<file path="src/rtl/vga_pkg.sv">
// Shared 640x480@60 raster timing constants for the timing generator,
// the sprite mappers and the top level.
package vga_pkg;

    localparam int H_VIS   = 640;
    localparam int H_FP    = 16;
    localparam int H_SYNC  = 96;
    localparam int H_BP    = 48;
    localparam int H_TOTAL = H_VIS + H_FP + H_SYNC + H_BP;

    localparam int V_VIS   = 480;
    localparam int V_FP    = 10;
    localparam int V_SYNC  = 2;
    localparam int V_BP    = 33;
    localparam int V_TOTAL = V_VIS + V_FP + V_SYNC + V_BP;

    localparam int CNT_W = 10;

    // hs/vs are active-low on the VGA connector
    localparam logic SYNC_ACTIVE = 1'b0;

endpackage

</file>
<file path="src/rtl/vga_timing_gen_if.sv">
// Pixel-scan bundle: the generator drives the raster position and syncs,
// consumers may drive anim_hold back.
interface vga_timing_gen_if #(
    parameter int ANIM_W = 2
);
    import vga_pkg::*;

    logic              anim_hold;
    logic [CNT_W-1:0]  DrawX;
    logic [CNT_W-1:0]  DrawY;
    logic              blank;
    logic              hs;
    logic              vs;
    logic              line_start;
    logic              frame_start;
    logic [ANIM_W-1:0] anim_frame;

    modport master (
        input  anim_hold,
        output DrawX, DrawY, blank, hs, vs, line_start, frame_start, anim_frame
    );

    modport slave (
        output anim_hold,
        input  DrawX, DrawY, blank, hs, vs, line_start, frame_start, anim_frame
    );

endinterface

</file>
<file path="src/rtl/vga_delay_line.sv">
// Synchronous-reset shift register used to align decoded video controls
// with the mapper pipeline; DEPTH 0 is a plain wire.
module vga_delay_line #(
    parameter int               WIDTH     = 1,
    parameter int               DEPTH     = 1,
    parameter logic [WIDTH-1:0] RESET_VAL = '0
) (
    input  logic             clk,
    input  logic             rst,
    input  logic [WIDTH-1:0] d,
    output logic [WIDTH-1:0] q
);

    generate
        if (DEPTH == 0) begin : g_wire
            logic unused_clk_rst;
            assign unused_clk_rst = clk ^ rst;
            assign q = d;
        end else begin : g_pipe
            logic [WIDTH-1:0] stage [DEPTH];

            always_ff @(posedge clk) begin
                if (rst) begin
                    for (int i = 0; i < DEPTH; i++) begin
                        stage[i] <= RESET_VAL;
                    end
                end else begin
                    stage[0] <= d;
                    for (int i = 1; i < DEPTH; i++) begin
                        stage[i] <= stage[i-1];
                    end
                end
            end

            assign q = stage[DEPTH-1];
        end
    endgenerate

endmodule

</file>
<file path="src/rtl/vga_timing_gen.sv">
// Raster counters, sync/blank decode with pipeline alignment, and the
// sprite animation frame counter.
module vga_timing_gen #(
    parameter int H_VIS       = vga_pkg::H_VIS,
    parameter int H_FP        = vga_pkg::H_FP,
    parameter int H_SYNC      = vga_pkg::H_SYNC,
    parameter int H_BP        = vga_pkg::H_BP,
    parameter int V_VIS       = vga_pkg::V_VIS,
    parameter int V_FP        = vga_pkg::V_FP,
    parameter int V_SYNC      = vga_pkg::V_SYNC,
    parameter int V_BP        = vga_pkg::V_BP,
    parameter int BLANK_DLY   = 1,
    parameter int SYNC_DLY    = 2,
    parameter int ANIM_DIV    = 8,
    parameter int ANIM_FRAMES = 4
) (
    input  logic vga_clk,
    input  logic reset,
    vga_timing_gen_if.master bus
);
    import vga_pkg::*;

    localparam int H_TOTAL = H_VIS + H_FP + H_SYNC + H_BP;
    localparam int V_TOTAL = V_VIS + V_FP + V_SYNC + V_BP;
    localparam int ANIM_W  = $clog2(ANIM_FRAMES);
    localparam int FC_W    = $clog2(ANIM_DIV + 1);

    localparam logic [CNT_W-1:0] H_LAST    = CNT_W'(H_TOTAL - 1);
    localparam logic [CNT_W-1:0] V_LAST    = CNT_W'(V_TOTAL - 1);
    localparam logic [CNT_W-1:0] HS_START  = CNT_W'(H_VIS + H_FP);
    localparam logic [CNT_W-1:0] HS_END    = CNT_W'(H_VIS + H_FP + H_SYNC);
    localparam logic [CNT_W-1:0] VS_START  = CNT_W'(V_VIS + V_FP);
    localparam logic [CNT_W-1:0] VS_END    = CNT_W'(V_VIS + V_FP + V_SYNC);
    localparam logic [FC_W-1:0]  FC_LAST   = FC_W'(ANIM_DIV - 1);
    localparam logic [ANIM_W-1:0] AF_LAST  = ANIM_W'(ANIM_FRAMES - 1);

    generate
        if (H_TOTAL > 1024 || V_TOTAL > 1024) begin : g_bad_total
            $error("vga_timing_gen: H_TOTAL/V_TOTAL must fit in 10 bits");
        end
        if (BLANK_DLY < 0 || BLANK_DLY > 4 || SYNC_DLY < 0 || SYNC_DLY > 4) begin : g_bad_dly
            $error("vga_timing_gen: BLANK_DLY/SYNC_DLY must be 0..4");
        end
        if (ANIM_DIV < 1 || ANIM_FRAMES < 2) begin : g_bad_anim
            $error("vga_timing_gen: ANIM_DIV >= 1 and ANIM_FRAMES >= 2 required");
        end
    endgenerate

    logic [CNT_W-1:0]  hc;
    logic [CNT_W-1:0]  vc;
    logic [FC_W-1:0]   frame_cnt;
    logic [ANIM_W-1:0] anim_frame_q;
    logic              h_end;
    logic              v_end;

    assign h_end = (hc == H_LAST);
    assign v_end = (vc == V_LAST);

    always_ff @(posedge vga_clk) begin
        if (reset) begin
            hc           <= '0;
            vc           <= '0;
            frame_cnt    <= '0;
            anim_frame_q <= '0;
        end else begin
            if (h_end) begin
                hc <= '0;
                vc <= v_end ? '0 : vc + CNT_W'(1);
            end else begin
                hc <= hc + CNT_W'(1);
            end

            // animation advances at the last pixel so the new index lands with frame_start
            if (h_end && v_end && !bus.anim_hold) begin
                if (frame_cnt == FC_LAST) begin
                    frame_cnt    <= '0;
                    anim_frame_q <= (anim_frame_q == AF_LAST) ? '0 : anim_frame_q + ANIM_W'(1);
                end else begin
                    frame_cnt <= frame_cnt + FC_W'(1);
                end
            end
        end
    end

    // raw decode from the current raster position
    logic       blank_raw;
    logic [1:0] sync_raw;
    logic [1:0] sync_q;
    logic       blank_q;

    assign blank_raw   = (hc < CNT_W'(H_VIS)) && (vc < CNT_W'(V_VIS));
    assign sync_raw[1] = (hc >= HS_START && hc < HS_END) ? SYNC_ACTIVE : ~SYNC_ACTIVE;
    assign sync_raw[0] = (vc >= VS_START && vc < VS_END) ? SYNC_ACTIVE : ~SYNC_ACTIVE;

    vga_delay_line #(
        .WIDTH     (1),
        .DEPTH     (BLANK_DLY),
        .RESET_VAL (1'b0)
    ) u_blank_dly (
        .clk (vga_clk),
        .rst (reset),
        .d   (blank_raw),
        .q   (blank_q)
    );

    vga_delay_line #(
        .WIDTH     (2),
        .DEPTH     (SYNC_DLY),
        .RESET_VAL ({2{~SYNC_ACTIVE}})
    ) u_sync_dly (
        .clk (vga_clk),
        .rst (reset),
        .d   (sync_raw),
        .q   (sync_q)
    );

    assign bus.DrawX       = hc;
    assign bus.DrawY       = vc;
    assign bus.blank       = blank_q;
    assign bus.hs          = sync_q[1];
    assign bus.vs          = sync_q[0];
    assign bus.line_start  = (hc == '0);
    assign bus.frame_start = (hc == '0) && (vc == '0);
    assign bus.anim_frame  = anim_frame_q;

endmodule

</file>
<file path="src/flat_wrapper.sv">
// flat-port wrapper written by rule: the top's interface ports become plain ports
module vga_timing_gen_flat import vga_pkg::*;
#(
    parameter int H_VIS       = vga_pkg::H_VIS,
    parameter int H_FP        = vga_pkg::H_FP,
    parameter int H_SYNC      = vga_pkg::H_SYNC,
    parameter int H_BP        = vga_pkg::H_BP,
    parameter int V_VIS       = vga_pkg::V_VIS,
    parameter int V_FP        = vga_pkg::V_FP,
    parameter int V_SYNC      = vga_pkg::V_SYNC,
    parameter int V_BP        = vga_pkg::V_BP,
    parameter int BLANK_DLY   = 1,
    parameter int SYNC_DLY    = 2,
    parameter int ANIM_DIV    = 8,
    parameter int ANIM_FRAMES = 4
)
  (vga_clk, reset, bus_anim_hold, bus_DrawX, bus_DrawY, bus_blank, bus_hs, bus_vs, bus_line_start, bus_frame_start, bus_anim_frame);
  vga_timing_gen_if #(.ANIM_W(2)) bus_i ();
  input  logic vga_clk;
  input  logic reset;
  input wire logic [$bits(bus_i.anim_hold)-1:0] bus_anim_hold;
  output wire logic [$bits(bus_i.DrawX)-1:0] bus_DrawX;
  output wire logic [$bits(bus_i.DrawY)-1:0] bus_DrawY;
  output wire logic [$bits(bus_i.blank)-1:0] bus_blank;
  output wire logic [$bits(bus_i.hs)-1:0] bus_hs;
  output wire logic [$bits(bus_i.vs)-1:0] bus_vs;
  output wire logic [$bits(bus_i.line_start)-1:0] bus_line_start;
  output wire logic [$bits(bus_i.frame_start)-1:0] bus_frame_start;
  output wire logic [$bits(bus_i.anim_frame)-1:0] bus_anim_frame;
  assign bus_i.anim_hold = bus_anim_hold;
  assign bus_DrawX = bus_i.DrawX;
  assign bus_DrawY = bus_i.DrawY;
  assign bus_blank = bus_i.blank;
  assign bus_hs = bus_i.hs;
  assign bus_vs = bus_i.vs;
  assign bus_line_start = bus_i.line_start;
  assign bus_frame_start = bus_i.frame_start;
  assign bus_anim_frame = bus_i.anim_frame;
  vga_timing_gen #(.H_VIS(H_VIS), .H_FP(H_FP), .H_SYNC(H_SYNC), .H_BP(H_BP), .V_VIS(V_VIS), .V_FP(V_FP), .V_SYNC(V_SYNC), .V_BP(V_BP), .BLANK_DLY(BLANK_DLY), .SYNC_DLY(SYNC_DLY), .ANIM_DIV(ANIM_DIV), .ANIM_FRAMES(ANIM_FRAMES)) u_core (.vga_clk(vga_clk), .reset(reset), .bus(bus_i));
endmodule
</file>
<file path="config.mk">
export PLATFORM = sky130hd
export DESIGN_NAME = vga_timing_gen_flat
export DESIGN_NICKNAME = d
export VERILOG_FILES = /design/src/rtl/vga_pkg.sv /design/src/rtl/vga_timing_gen_if.sv /design/src/rtl/vga_delay_line.sv /design/src/rtl/vga_timing_gen.sv /design/src/flat_wrapper.sv
export SDC_FILE = /design/constraint.sdc
export NUM_CORES = 1
export LEC_CHECK = 0
export CAP_MARGIN = 10
export CORE_MARGIN = 2
export CORE_UTILIZATION = 50
export DETAILED_ROUTE_END_ITERATION = 6
export PLACE_DENSITY = 0.78
export SYNTH_ARGS = -nofsm -noshare
export SYNTH_HDL_FRONTEND = slang
export SYNTH_SLANG_ARGS = --single-unit
</file>
<file path="constraint.sdc">
create_clock -name vga_clk -period 2.71 [get_ports vga_clk]
set_clock_uncertainty 0.05 [all_clocks]
set_input_delay 0.813 -clock vga_clk [delete_from_list [all_inputs] [get_ports vga_clk]]
set_output_delay 0.813 -clock vga_clk [all_outputs]
set_load 0.01 [all_outputs]
</file>
==> run metrics <==
most area-hungry cell type in the Yosys netlist dfxtp_1; horizontal extent of the die between 50 and 60 µm; Slew Viols, Final 0; share of the yosys chip area belonging to registers 0.418; Critical Path Slowest Stage Cell or4_4; Mapped Nets about 190; leak pwr roughly 0.71 nW; overflow left after global routing 0; Pwr per Cell Area between 300 and 400 nW/µm²; placer's final routability congestion estimate between 0.8 and 0.9; transition time of the tightest slew-check pin around 500 ps; number of standard cells in the final layout excluding fillers around 250; number of buffers added on ports 29; max-cap violations 0; most instantiated cells after synthesis dfxtp_1 (31), nor2_1 (21), nand3_1 (13); Max H-tree Level 2; routed wire length per instance approximately 15 µm; antenna cell count 0; clock period minus worst slack 2740 ps; Die Outline Area 3420 µm²; count of fill cells added during filler insertion roughly 230; achievable clock frequency 364 MHz; Layout area overhead 32.9%; total wire length 3780 µm; Worst Hold Slack 373 ps; headroom to the max-slew limit 0.662; maximum ir drop on the vdd rail 346 µV; final core utilization 0.710; Crit. End Element output pin; largest net degree at the start of global routing 16; placed inst area between 1500 and 2000 µm²; die extent in y approximately 60 µm; startpoint type of the worst setup path flip-flop; total chip power roughly 0.79 mW; DRC violation count after routing 0; Ports 30; class of the tightest hold or removal check reg2reg; clock tree from TritonCTS built; area of the core 2780 µm²; share of post-route cells with drive strength above 1 0.140; post-route worst setup slack -33.9 ps; top cells by area, synth dfxtp_1 (42%), xnor2_1 (6.5%), nor2_1 (5.3%); clock transition at the registers of the reported paths ~90 ps; Final nets 230; drt via density 5.77; number of buffers added to fix hold violations after cts 0; cells after synthesis approximately 180; #FFs+latches synth 31; netlist area before placement between 1000 and 1500 µm²; syn avg cell area about 8.4 µm²; number of warnings issued by yosys 0; maximum single-stage delay on the critical path roughly 550 ps; CP Max Fanout 2; HPWL reported at the end of detailed placement roughly 2700 µm; critical setup path kind reg2out; number of detailed-routing iterations run before antenna repair 4; result of the run finished, violations left; vias in the first global route between 1500 and 2000; violated checks setup timing; Top FF cell, synth dfxtp_1; count of unique library cells instantiated by Yosys 34; clock insertion delay at the later pin of the skew report about 340 ps; Post-DRT Antenna Nets 0; data arrival time of the critical path approximately 1900 ps; drt initial violations between 70 and 80; Fin. Hold Viols 0; ratio of final minimum period to clock period 1.01; number of enable-type register cells in the synthesized netlist 0; TritonCTS buffer count 5; num rows 19; vias after detailed routing ~1500; Tot GR Track Use 0.244; Initial Util 0.534; fraction of registers with async set or reset after synthesis 0; setup repair after global routing missed its margin true; number of cells in the design after placement 243; cell with the most instances after synthesis dfxtp_1; number of sinks handled by clock tree synthesis 31; root buf cell clkbuf_4; required time reported for the critical path endpoint 1850 ps; Longest Clk Path Bufs 2; final setup violation count 1; wire length of the first global-routing pass 6400 µm; chain of cells forming the critical path or4_4 -> nor4_4 -> buf_4 -> buf_6 -> and4_1 -> buf_2; fraction of synthesized cell area taken by the top area cell type 0.418; antenna violations before repair 0; final non-filler cell area approximately 2000 µm²
[worst max-delay path: cells and delay by family, from the launching register on]
family,cells,cell delay [ps]
buffers and inverters,3,360
AND/OR/NAND/NOR,3,860
flip-flops,1,330
[layer usage]
layer | vias up | GRT usage | part of all wire
li1 | 727 | - | -
met1 | 686 | 0.277 | 0.43
met2 | 38 | 0.425 | 0.51
met3 | 9 | 0.0484 | 0.038
met4 | 0 | 0.136 | 0.020
met5 | - | 0 | 0
[flip-flops by register name (all words and copies together) (netlist names)]
| register | cells |
|---|---|
| u_core.bus.DrawX | 10 |
| u_core.u_blank_dly.g_pipe.stage | 1 |
| u_core.bus.DrawY | 10 |
| u_core.u_sync_dly.g_pipe.stage | 4 |
| u_core.frame_cnt | 4 |
| u_core.bus.anim_frame | 2 |
[where the power goes]
group | switching (mW) | internal, mW
Sequential | 0.00477 | 0.460
Combinational | 0.0313 | 0.0346
Clock | 0.155 | 0.101
Total | 0.191 | 0.595
[final cells by class]
type | count | area (µm²) | share of cell area
clock inverters | 1 | 5.00 | 0.00253
clock buffers | 7 | 45.0 | 0.0228
repair buffers | 46 | 412 | 0.208
well taps | 31 | 38.8 | 0.0196
flip-flops and latches | 31 | 623 | 0.316
inverters | 10 | 37.5 | 0.0190
multi-input cells | 127 | 813 | 0.412
[worst paths after layout]
kind / slack, ps / to / from / cells past startpoint
worst max-delay path: -30 / bus_frame_start / u_core.bus.DrawX[4] / 6
worst min register to register: 370 / u_core.u_sync_dly.g_pipe.stage[0][2] / u_core.u_sync_dly.g_pipe.stage[0][0] / 1
worst max register to register: 130 / u_core.bus.DrawY[8] / u_core.bus.DrawX[7] / 6
worst min-delay path: 370 / u_core.u_sync_dly.g_pipe.stage[0][2] / u_core.u_sync_dly.g_pipe.stage[0][0] / 1
[placed cells by master, fill, tap and decap left out, drive strengths merged, types with 4 or more instances in the layout]
cell and n:
clkbuf 8, nand4 6, nor2 21, dfxtp 31, nand2 8, xnor2 11, nand3 13, or4 4
clkdlybuf4s50 27, o21ai 4, ha 6, buf 18, nor4 9, and3 5, inv 10, o31ai 4
a21oi 10, nor3 7
[logic make-up after synthesis]
logic type | after synthesis | share of synthesized area
xor+xnor | 13 | 0.0767
compound gates | 21 | 0.0859
flops | 31 | 0.418
fa+ha+maj | 6 | 0.0505
mux | 1 | 0.00674
buf+inv | 18 | 0.0472
simple gates | 86 | 0.315
[metrics by stage]
step	setup WS (ps)	TNS, ps
finish	-33.9	-33.9
global route	-87.2	-87.2
CTS	-36.1	-36.1
detailed placement	-52.9	-52.9
global placement	-39.3	-39.3
floorplan	160	0
[repair_timing]
action / in CTS / in global routing
buffers inserted: 2 / 0
gates resized for setup: 9 / 4
endpoints found under the setup margin: 2 / 2
cloned: 0 / 0
pin swaps: 2 / 0
(Power assumes the default switching activity.)
